### config.mk
export PLATFORM = sky130hd
export DESIGN_NAME = axi_master_wr_sched
export DESIGN_NICKNAME = d
export VERILOG_FILES = /design/src/rtl/axi_sched_pkg.sv /design/src/rtl/axi_rr_pick.sv /design/src/rtl/axi_master_wr_sched.sv
export SDC_FILE = /design/constraint.sdc
export NUM_CORES = 1
export LEC_CHECK = 0
export BUFFER_PORTS_ARGS = -buffer_cell sky130_fd_sc_hd__buf_2
export CAP_MARGIN = 10
export CORE_AREA = 2 2 238 240
export CTS_CLUSTER_SIZE = 12
export DETAILED_ROUTE_END_ITERATION = 10
export DIE_AREA = 0 0 240 242
export PLACE_DENSITY = 0.3
export SETUP_SLACK_MARGIN = 0.4
export SYNTH_ARGS = -nofsm -noshare
export SYNTH_HDL_FRONTEND = slang
export SYNTH_SLANG_ARGS = --single-unit
### constraint.sdc
create_clock -name AClk -period 3.4 [get_ports AClk]
set_clock_uncertainty 0.15 [all_clocks]
set_input_delay 0.68 -clock AClk [delete_from_list [all_inputs] [get_ports AClk]]
set_output_delay 0.68 -clock AClk [all_outputs]
set_load 0.02 [all_outputs]
### src/rtl/axi_sched_pkg.sv
// Shared types and constants for the AXI master write-command scheduler.
package axi_sched_pkg;

    typedef enum logic [1:0] {
        IDLE     = 2'd0,
        ISSUE    = 2'd1,
        WAIT_RSP = 2'd2
    } sched_state_e;

    localparam logic [1:0] RESP_OKAY   = 2'b00;
    localparam logic [1:0] RESP_SLVERR = 2'b10;
    localparam int         ID_WIDTH    = 4;

endpackage

### src/rtl/axi_rr_pick.sv
// Combinational round-robin picker: first set request strictly after last_ptr, wrapping.
module axi_rr_pick
    import axi_sched_pkg::*;
#(
    parameter int NUM_REQ = 4,
    parameter int IDX_W   = $clog2(NUM_REQ)
) (
    input  logic [NUM_REQ-1:0] req,
    input  logic [IDX_W-1:0]   last_ptr,
    output logic [NUM_REQ-1:0] winner,
    output logic [IDX_W-1:0]   idx,
    output logic               any
);

    int               cand;
    logic [IDX_W-1:0] cand_idx;

    always_comb begin
        winner   = '0;
        idx      = '0;
        any      = 1'b0;
        cand     = 0;
        cand_idx = '0;
        for (int k = 1; k <= NUM_REQ; k++) begin
            cand = int'(last_ptr) + k;
            if (cand >= NUM_REQ) begin
                cand = cand - NUM_REQ;
            end
            cand_idx = IDX_W'(cand);
            if (!any && req[cand_idx]) begin
                any              = 1'b1;
                idx              = cand_idx;
                winner[cand_idx] = 1'b1;
            end
        end
    end

endmodule

### src/rtl/axi_master_wr_sched.sv
// Round-robin scheduler sharing the AXI master write-command port among NUM_REQ requesters.
// Optional response watchdog: define AXI_WR_SCHED_TIMEOUT_EN.
module axi_master_wr_sched
    import axi_sched_pkg::*;
#(
    parameter int NUM_REQ        = 4,
    parameter int ADDR_WIDTH     = 32,
    parameter int DATA_WIDTH     = 64,
    parameter int TIMEOUT_CYCLES = 1024
) (
    input  logic                          AClk,
    input  logic                          ARst,
    input  logic [NUM_REQ-1:0]            req,
    input  logic [NUM_REQ*ADDR_WIDTH-1:0] req_addr,
    input  logic [NUM_REQ*8-1:0]          req_len,
    input  logic [NUM_REQ*3-1:0]          req_size,
    input  logic [NUM_REQ*2-1:0]          req_burst,
    input  logic [NUM_REQ*DATA_WIDTH-1:0] req_wdata,
    input  logic [NUM_REQ*8-1:0]          req_wstrb,
    output logic [NUM_REQ-1:0]            gnt,
    output logic [NUM_REQ-1:0]            owner,
    output logic [NUM_REQ-1:0]            done,
    output logic [1:0]                    done_resp,
    output logic                          err,
    output logic [ID_WIDTH-1:0]           TXN_ID_W_d,
    output logic [ADDR_WIDTH-1:0]         awaddr_d,
    output logic [7:0]                    awlen_d,
    output logic [2:0]                    awsize_d,
    output logic [1:0]                    awburst_d,
    output logic [DATA_WIDTH-1:0]         wdata_d,
    output logic [7:0]                    wstrb_d,
    output logic                          wr_trn_en,
    input  logic [1:0]                    bresp_d,
    input  logic [ID_WIDTH-1:0]           bid_d,
    input  logic                          wr_rsp_en_d
);

    localparam int IDX_W = $clog2(NUM_REQ);

    sched_state_e state, state_nxt;

    logic [IDX_W-1:0]   last_ptr;
    logic [IDX_W-1:0]   idx_q;
    logic [IDX_W-1:0]   pick_idx;
    logic [NUM_REQ-1:0] pick_oh;
    logic               pick_any;
    logic               start;
    logic               rsp_accept;
    logic               stray_rsp;
    logic               timeout_hit;

    logic [ADDR_WIDTH-1:0] addr_a  [NUM_REQ];
    logic [7:0]            len_a   [NUM_REQ];
    logic [2:0]            size_a  [NUM_REQ];
    logic [1:0]            burst_a [NUM_REQ];
    logic [DATA_WIDTH-1:0] wdata_a [NUM_REQ];
    logic [7:0]            wstrb_a [NUM_REQ];

    for (genvar i = 0; i < NUM_REQ; i++) begin : g_unpack
        assign addr_a[i]  = req_addr[i*ADDR_WIDTH +: ADDR_WIDTH];
        assign len_a[i]   = req_len[i*8 +: 8];
        assign size_a[i]  = req_size[i*3 +: 3];
        assign burst_a[i] = req_burst[i*2 +: 2];
        assign wdata_a[i] = req_wdata[i*DATA_WIDTH +: DATA_WIDTH];
        assign wstrb_a[i] = req_wstrb[i*8 +: 8];
    end

    axi_rr_pick #(
        .NUM_REQ (NUM_REQ),
        .IDX_W   (IDX_W)
    ) u_pick (
        .req      (req),
        .last_ptr (last_ptr),
        .winner   (pick_oh),
        .idx      (pick_idx),
        .any      (pick_any)
    );

    // Arbitration is held off during the done pulse so a requester sees its
    // completion before it can win again; next wr_trn_en is then at k+3.
    assign start      = (state == IDLE) && pick_any && !(|done);
    assign rsp_accept = (state == WAIT_RSP) && wr_rsp_en_d;
    assign stray_rsp  = (state != WAIT_RSP) && wr_rsp_en_d;

`ifdef AXI_WR_SCHED_TIMEOUT_EN
    logic [15:0] tmo_cnt;

    always_ff @(posedge AClk or posedge ARst) begin
        if (ARst) begin
            tmo_cnt <= '0;
        end else if (state == ISSUE) begin
            tmo_cnt <= '0;
        end else if (state == WAIT_RSP) begin
            tmo_cnt <= tmo_cnt + 16'd1;
        end
    end

    // A response in the expiry cycle wins over the watchdog.
    assign timeout_hit = (state == WAIT_RSP) && !wr_rsp_en_d &&
                         (tmo_cnt == 16'(TIMEOUT_CYCLES - 1));
`else
    logic [15:0] unused_tmo;
    assign unused_tmo  = 16'(TIMEOUT_CYCLES);
    assign timeout_hit = 1'b0;
`endif

    always_ff @(posedge AClk or posedge ARst) begin
        if (ARst) begin
            state <= IDLE;
        end else begin
            state <= state_nxt;
        end
    end

    always_comb begin
        state_nxt = state;
        case (state)
            IDLE:     if (start) state_nxt = ISSUE;
            ISSUE:    state_nxt = WAIT_RSP;
            WAIT_RSP: if (rsp_accept || timeout_hit) state_nxt = IDLE;
            default:  state_nxt = IDLE;
        endcase
    end

    always_ff @(posedge AClk or posedge ARst) begin
        if (ARst) begin
            last_ptr   <= IDX_W'(NUM_REQ - 1);
            idx_q      <= '0;
            owner      <= '0;
            done       <= '0;
            done_resp  <= RESP_OKAY;
            err        <= 1'b0;
            TXN_ID_W_d <= '0;
            awaddr_d   <= '0;
            awlen_d    <= '0;
            awsize_d   <= '0;
            awburst_d  <= '0;
        end else begin
            done      <= '0;
            done_resp <= RESP_OKAY;
            if (start) begin
                owner      <= pick_oh;
                idx_q      <= pick_idx;
                TXN_ID_W_d <= ID_WIDTH'(pick_idx);
                awaddr_d   <= addr_a[pick_idx];
                awlen_d    <= len_a[pick_idx];
                awsize_d   <= size_a[pick_idx];
                awburst_d  <= burst_a[pick_idx];
            end
            if (state == ISSUE) begin
                last_ptr <= idx_q;
            end
            if (rsp_accept) begin
                done      <= owner;
                done_resp <= bresp_d;
                owner     <= '0;
                if (bid_d != TXN_ID_W_d) begin
                    err <= 1'b1;
                end
            end else if (timeout_hit) begin
                done      <= owner;
                done_resp <= RESP_SLVERR;
                owner     <= '0;
                err       <= 1'b1;
            end
            if (stray_rsp) begin
                err <= 1'b1;
            end
        end
    end

    assign wr_trn_en = (state == ISSUE);
    assign gnt       = (state == ISSUE) ? owner : '0;
    assign wdata_d   = (|owner) ? wdata_a[idx_q] : '0;
    assign wstrb_d   = (|owner) ? wstrb_a[idx_q] : '0;

endmodule
# ---- Word-level counts from Yosys, hierarchy flattened
# Cells that the tools add are included.
dict set report totals {
  ff_bits 62
  in_bits 481
  output_inout_bits 137
  elab_cells 130
}
dict set report op_classes {
  add_sub_neg 8
  order_cmp 14
  eq_ne 6
  n_mux 63
  bitwise_logic 5
  reduce_logical 23
}
# cell count
set ops {}
lappend ops {{$mux W64} 3}
lappend ops {{$bmux W64 S2} 1}
lappend ops {{$bmux W32 S2} 1}
lappend ops {{$mux W32} 2}
lappend ops {{$mux W8} 5}
lappend ops {{$bmux W8 S2} 2}
lappend ops {{$mux W4} 8}
lappend ops {{$mux W2} 13}
lappend ops {{$ge A3 B3 Y1 const B} 5}
lappend ops {{$mux W1} 15}
lappend ops {{$lt A2 B3 Y1 const B} 4}
lappend ops {{$or A4 B4 Y4} 3}
lappend ops {{$logic_and A1 B1 Y1} 11}
lappend ops {{$bmux W1 S2} 4}
lappend ops {{$demux W1 S2} 4}
lappend ops {{$ge A2 B1 Y1 const B} 4}
lappend ops {{$reduce_or A4 Y1} 2}
lappend ops {{$sub A2 B1 Y2 const B} 4}
lappend ops {{$add A2 B2 Y3 const B} 2}
lappend ops {{$bmux W3 S2} 1}
lappend ops {{$mux W3} 2}
lappend ops {{$ne A2 B2 Y1 const B} 3}
lappend ops {{$not A2 Y3} 2}
lappend ops {{$pmux W2 S3} 1}
lappend ops {{other kinds (11)} 17}

# ---- Longest topological paths before layout
dict set report logic_depth {
  ltp_word 19
  depth_mapped 11
  mapped_depth_nobuf 9
}

# ---- Hierarchy
# A second synthesis with hierarchy kept.
dict set report unflattened {
  cells_unflattened 444
  area_unflattened_um2 6283.5
}
# module n_inst cells_each area_per_inst_um2 seq_area_each_um2
set by_module_without_submodules {}
lappend by_module_without_submodules {axi_master_wr_sched 1 376 5758.0 1554.0}
lappend by_module_without_submodules {axi_rr_pick 1 68 525.5 0.0}

# ---- Least setup slack after synthesis
# OpenSTA, ideal clock, no wires.
dict set report synth_path {
  path_type {register to register}
  start {register last_ptr[0]}
  end {register awaddr_d[0]}
  setup_ns 0.134
  t_arrival_ns 2.818
  t_required_ns 3.116
  path_slack_ns 0.298
  path_stages_with_launch 12
  path_buffers 3
  synth_period_minus_slack_ns 3.102
  cell_sequence {dfstp_2 > buf_4 > inv_1 > ha_1 > mux4_2 > or3_1 > o2111ai_2 > inv_2 > buf_2 > clkbuf_1 > nor2_1 > a211oi_2}
}
dict set report synth_between {
  elab_chain_len 19
  elab_cells_between_ends 44
  cone_classes {8 x add/sub; 4 x order compare; 23 x mux; 1 x bitwise; 8 x reduce/logical}
}
# item line_no
set synth_rtl {}
lappend synth_rtl {{from (decl)} axi_master_wr_sched.sv:42} ;# logic [IDX_W-1:0] last_ptr;
lappend synth_rtl {{from (signal assigned)} axi_master_wr_sched.sv:127} ;# last_ptr <= IDX_W'(NUM_REQ - 1);
lappend synth_rtl {{from (signal assigned)} axi_master_wr_sched.sv:151} ;# last_ptr <= idx_q;
lappend synth_rtl {{$add A2 B1 Y3} axi_rr_pick.sv:25} ;# cand = int'(last_ptr) + k;
lappend synth_rtl {{$ge A3 B3 Y1 / $sub A2 B1 Y2 (equally long branches)} {axi_rr_pick.sv:26, axi_rr_pick.sv:27}}
lappend synth_rtl {{$mux W2} axi_rr_pick.sv:26} ;# if (cand >= NUM_REQ) begin
lappend synth_rtl {{$bmux W1 S2} axi_rr_pick.sv:30} ;# if (!any && req[cand_idx]) begin
lappend synth_rtl {{$mux W1 (not written as such)} axi_rr_pick.sv:30}
lappend synth_rtl {{$mux W1} axi_rr_pick.sv:30}
lappend synth_rtl {{$logic_not A1 Y1} axi_rr_pick.sv:30}
lappend synth_rtl {{$logic_and A1 B1 Y1} axi_rr_pick.sv:30}
lappend synth_rtl {{(+2 left out)} --}
lappend synth_rtl {{$logic_and A1 B1 Y1} axi_rr_pick.sv:30}
lappend synth_rtl {{$mux W1} axi_rr_pick.sv:30}
lappend synth_rtl {{$logic_not A1 Y1} axi_rr_pick.sv:30}
lappend synth_rtl {{$logic_and A1 B1 Y1} axi_rr_pick.sv:30}
lappend synth_rtl {{$mux W2} axi_rr_pick.sv:30}
lappend synth_rtl {{$not A2 Y3 (not written as such)} axi_master_wr_sched.sv:145} ;# awaddr_d <= addr_a[pick_idx];
lappend synth_rtl {{$bmux W32 S2} axi_master_wr_sched.sv:145}
lappend synth_rtl {{$mux W32 (not written as such) (2 in series)} axi_master_wr_sched.sv:145}
lappend synth_rtl {{to (signal assigned)} axi_master_wr_sched.sv:145}
lappend synth_rtl {{to (decl)} axi_master_wr_sched.sv:26} ;# output logic [ADDR_WIDTH-1:0] awaddr_d,
# Several ways; a longest one is shown, not always the timed one. The select of a mux whose other input is x is not followed.
# A chain may end at the register's enable or synchronous reset.

# ---- Worst setup path after layout
dict set report layout_path {
  start {register last_ptr[0]}
  end {register awaddr_d[11]}
}
# The elaborated chain is that of the path after synthesis.

==> impl_summary.log <==
[metrics] outcome: completed
[metrics] total CTS buffers: 9
[metrics] number of buffers on the longest clock path: 2
[metrics] proportion of layout cells with a drive suffix above 1: 71.08%
[metrics] DRC Markers: 0
[metrics] total number of nets in the final design: 1,708
[metrics] wire length of the first global-routing pass: 67.23 mm
[metrics] wirelength, routed: 52.09 mm
[metrics] detail-routed net length per standard cell: 26.08 µm
[metrics] Crit path arrival time: 3010 ps
[metrics] post-detailed-route via-to-cell ratio: 4.090
[metrics] Yosys top cell by area: sky130_fd_sc_hd__mux4_2
[metrics] number of optimization iterations in the first detailed-route pass: 5
[metrics] Yosys reg bits: 62
[metrics] Site Rows: 87
[metrics] data required time at the worst endpoint: 3490 ps
[metrics] Compound-Gate Fraction of Synth Area: 16.86%
[metrics] Max transition margin: 54.99%
[metrics] placed wire-length estimate: 42.24 mm
[metrics] cell count after synthesis: 584
[metrics] area growth from synthesis to layout: 81.05%
[metrics] share of synthesized area spent on multiplexers: 34.11%
[metrics] via count of the first global-routing pass: 8,390
[metrics] Sink Count: 62
[metrics] number of top-level design ports: 618
[metrics] critical setup path kind: flop to flop
[metrics] Worst Setup Start Kind: flop
[metrics] Antenna Nets Post-Route: 0
[metrics] critical register-to-register path startpoint: last_ptr[0]$_DFFE_PP1P_
[metrics] min-delay worst type: input pin to asynchronous set/reset pin
[metrics] Clk Latency, worst-skew pair: 380 ps
[metrics] part of the cycle the worst path needs: 85.94%
[metrics] LEAKAGE: 5.455 nW
[metrics] total of fill cells in the finished design: 6,323
[metrics] actual transition at the worst max-transition pin: 673.7 ps
[metrics] die extent in y: 242 µm
[metrics] level count of the clock H-tree: 3
[metrics] initial core utilization: 11.49%
[metrics] total via count after detailed routing: 8,168
[metrics] grt total ovfl: 0
[metrics] die area: 58,080 µm²
[metrics] max-capacitance violation count: 0
[metrics] critical path capture point type: flop
[metrics] worst reg2reg path depth: 11
[metrics] initial antenna violation count: 45
[metrics] largest net degree at the start of global routing: 73
[metrics] CTS Hold Bufs: 0
[metrics] share of synthesized registers carrying an async set or reset: 100.0%
[metrics] area of the mapped netlist: 6405 µm²
[metrics] area fraction of the dominant cell type after synthesis: 26.72%
[metrics] post-synthesis share of cell area spent on full adders, half adders and majority gates: 1.563%
[metrics] fin crit period: 2922 ps
[metrics] clock transition at the register clock pins on the worst setup and hold paths after CTS: 80 ps
[metrics] Die Wd: 240 µm
[metrics] worst-case vdd ir drop: 348.1 µV
[metrics] final slew viol count: 0
[metrics] terminus of the critical flop-to-flop path: awaddr_d[11]$_DFFE_PP0P_
[metrics] total negative slack for setup checks: 0 ps
[metrics] combinational family with the most area after synthesis: multiplexers
[metrics] clk root buf: sky130_fd_sc_hd__clkbuf_16
[metrics] number of buffers added on ports: 615
[metrics] power per cell area: 1088 nW/µm²
[metrics] placer congestion estimate: 0.9289
[metrics] worst reg2reg setup slack: 480 ps
[metrics] highest clock frequency the design can meet: 342.2 MHz
[metrics] CTS tree: built
[metrics] combined global-route utilization of all metal layers: 16.85%
[metrics] core footprint: 55,730 µm²
[metrics] Seq/Total Area, Yosys: 24.26%
[metrics] average cell area after synthesis: 10.97 µm²
[metrics] simple-gate share of the synthesized area: 17.74%
[metrics] largest fanout on the critical path: 11
[metrics] Post-synth EDFFs: 0
[metrics] Placed Cells: 1,935
[metrics] warning count from the yosys run: 0
[metrics] number of distinct library cells after synthesis: 41
[metrics] Setup violations, final: 0
[metrics] final hold violation count: 0
[metrics] xor and xnor area share after synthesis: 0.2735%
[metrics] number of cells in the finished layout apart from fillers: 1,997
[metrics] DRT iter0 DRCs: 461
[metrics] unrepaired setup endpoints after global routing: yes
[metrics] cell types occupying the most area after synthesis: sky130_fd_sc_hd__mux4_2 27%, sky130_fd_sc_hd__dfrtp_1 23%, sky130_fd_sc_hd__a211oi_2 7.6%
[metrics] most common flop cell mapped by yosys: sky130_fd_sc_hd__dfrtp_1
## critical path, cell delays in order (launching register included)
cell	delay (ps)
sky130_fd_sc_hd__dfstp_2	570
sky130_fd_sc_hd__clkinvlp_4	100
sky130_fd_sc_hd__ha_4	290
sky130_fd_sc_hd__mux4_2	310
sky130_fd_sc_hd__buf_4	200
sky130_fd_sc_hd__a2111oi_2	260
sky130_fd_sc_hd__buf_4	200
sky130_fd_sc_hd__o21ai_4	90
sky130_fd_sc_hd__buf_12	170
sky130_fd_sc_hd__buf_8	130
sky130_fd_sc_hd__a211oi_1	240
sky130_fd_sc_hd__a211oi_2	70
## timing repair
item | CTS | global route
setup endpoints to repair | 108 | 46
pin swaps | 5 | 41
resized for setup | 8 | 50
cloned | 1 | 4
setup buffers | 14 | 10
## how the worst max path moves through the flow
stage                                       start                  endpoint  slack [ps]  cells past startpoint
after CTS                 last_ptr[0]$_DFFE_PP1P_  awaddr_d[21]$_DFFE_PP0P_         380                     11
final                     last_ptr[0]$_DFFE_PP1P_  awaddr_d[11]$_DFFE_PP0P_         480                     11
after global routing      last_ptr[0]$_DFFE_PP1P_  awaddr_d[22]$_DFFE_PP0P_         340                     11
after global placement    last_ptr[1]$_DFFE_PP1P_    awlen_d[4]$_DFFE_PP0P_         180                     10
after floorplan           last_ptr[0]$_DFFE_PP1P_   awaddr_d[0]$_DFFE_PP0P_         410                     11
after detailed placement  last_ptr[1]$_DFFE_PP1P_   awaddr_d[4]$_DFFE_PP0P_         150                     10
## per-stage QoR
stage	setup slack (ps)	total power, mW	utilization, %	area, µm²	hold slack, ps
after floorplan	405.2	7.121	-	6456	415.4
after global placement	178.2	10.45	18.98	10580	292.1
after detailed placement	146.2	10.40	18.98	10580	310.3
after CTS	384.1	12.05	19.99	11140	219.6
after global routing	341.6	13.43	20.78	11580	250.3
final	477.9	12.62	20.81	11600	212.8
## power by group
group	internal, mW	switching, mW
clock network	0.668	0.443
registers	1.12	0.297
logic	4.35	5.74
## layer usage
layer / global-route usage (%) / vias to the layer above / share of wire, %
met5: 0 / - / 0.17
met4: 9.244 / 14 / 5.2
met3: 4.444 / 119 / 7.6
met2: 30.84 / 497 / 52
met1: 17.26 / 3982 / 35
li1: - / 3556 / -
## cell type report
cell class | count | area, µm² | share of cell area, %
antenna | 17 | 42.54 | 0.3669
clock buffer | 10 | 239.0 | 2.061
clock inverter | 6 | 93.84 | 0.8092
inverter | 6 | 27.53 | 0.2374
multi-input combinational | 456 | 4757 | 41.02
sequential | 62 | 1562 | 13.47
tap | 756 | 945.9 | 8.157
timing repair buffer | 684 | 3929 | 33.88
## logic make-up (layout without fill, tap and decap cells)
kind of cell               Yosys count  count (layout)
AOI/OAI and AO/OA                  116             116
adders and majority gates            8               8
DFF                                 62              62
xor gates and xnor gates             2               2
buffers and inverters               67             706
muxes                              123             123
other                                1              19
and+or+nand+nor                    205             205
## cells in the final DEF, fill, tap and decap left out, drive strengths merged
cell type  Yosys  layout
and3          51      51
a311oi         1       1
a211oi        90      90
a2111oi        1       1
nand2          7       7
mux2i         45      45
clkinv         0       3
diode          0      17
inv            6       5
ha             8       8
and2           5       5
bufinv         0       2
nor4           1       1
nor3           1       1
a31oi          1       1
clkbuf        30      13
nand2b         2       2
dfrtp         60      60
a21o           3       3
buf           31     681
nand3          5       5
mux2           2       2
and2b          1       1
o2111ai        2       2
nor2          54      54
conb           1       2
or3            2       2
o21ai          8       8
nand4          1       1
a21oi          2       2
dfstp          2       2
clkinvlp       0       2
a221oi         4       4
a22oi          4       4
xnor2          2       2
mux4          76      76
nor2b         75      75
## state kept, by name, summed over array words and instances, names as in the netlist
register   count
last_ptr       2
done           4
idx_q          2
awsize_d       3
awburst_d      2
err            1
awaddr_d      32
state          2
done_resp      2
owner          4
awlen_d        8
## Yosys cell counts (all sizes together), types with 2 or more instances
cell type   n
inv         6
and3       51
ha          8
a221oi      4
o2111ai     2
buf        31
nand3       5
and2        5
a21o        3
dfstp       2
nand2b      2
o21ai       8
a22oi       4
mux4       76
xnor2       2
a21oi       2
or3         2
dfrtp      60
mux2        2
nor2       54
mux2i      45
a211oi     90
nor2b      75
clkbuf     30
nand2       7
Power figures use the tool's default switching activity.
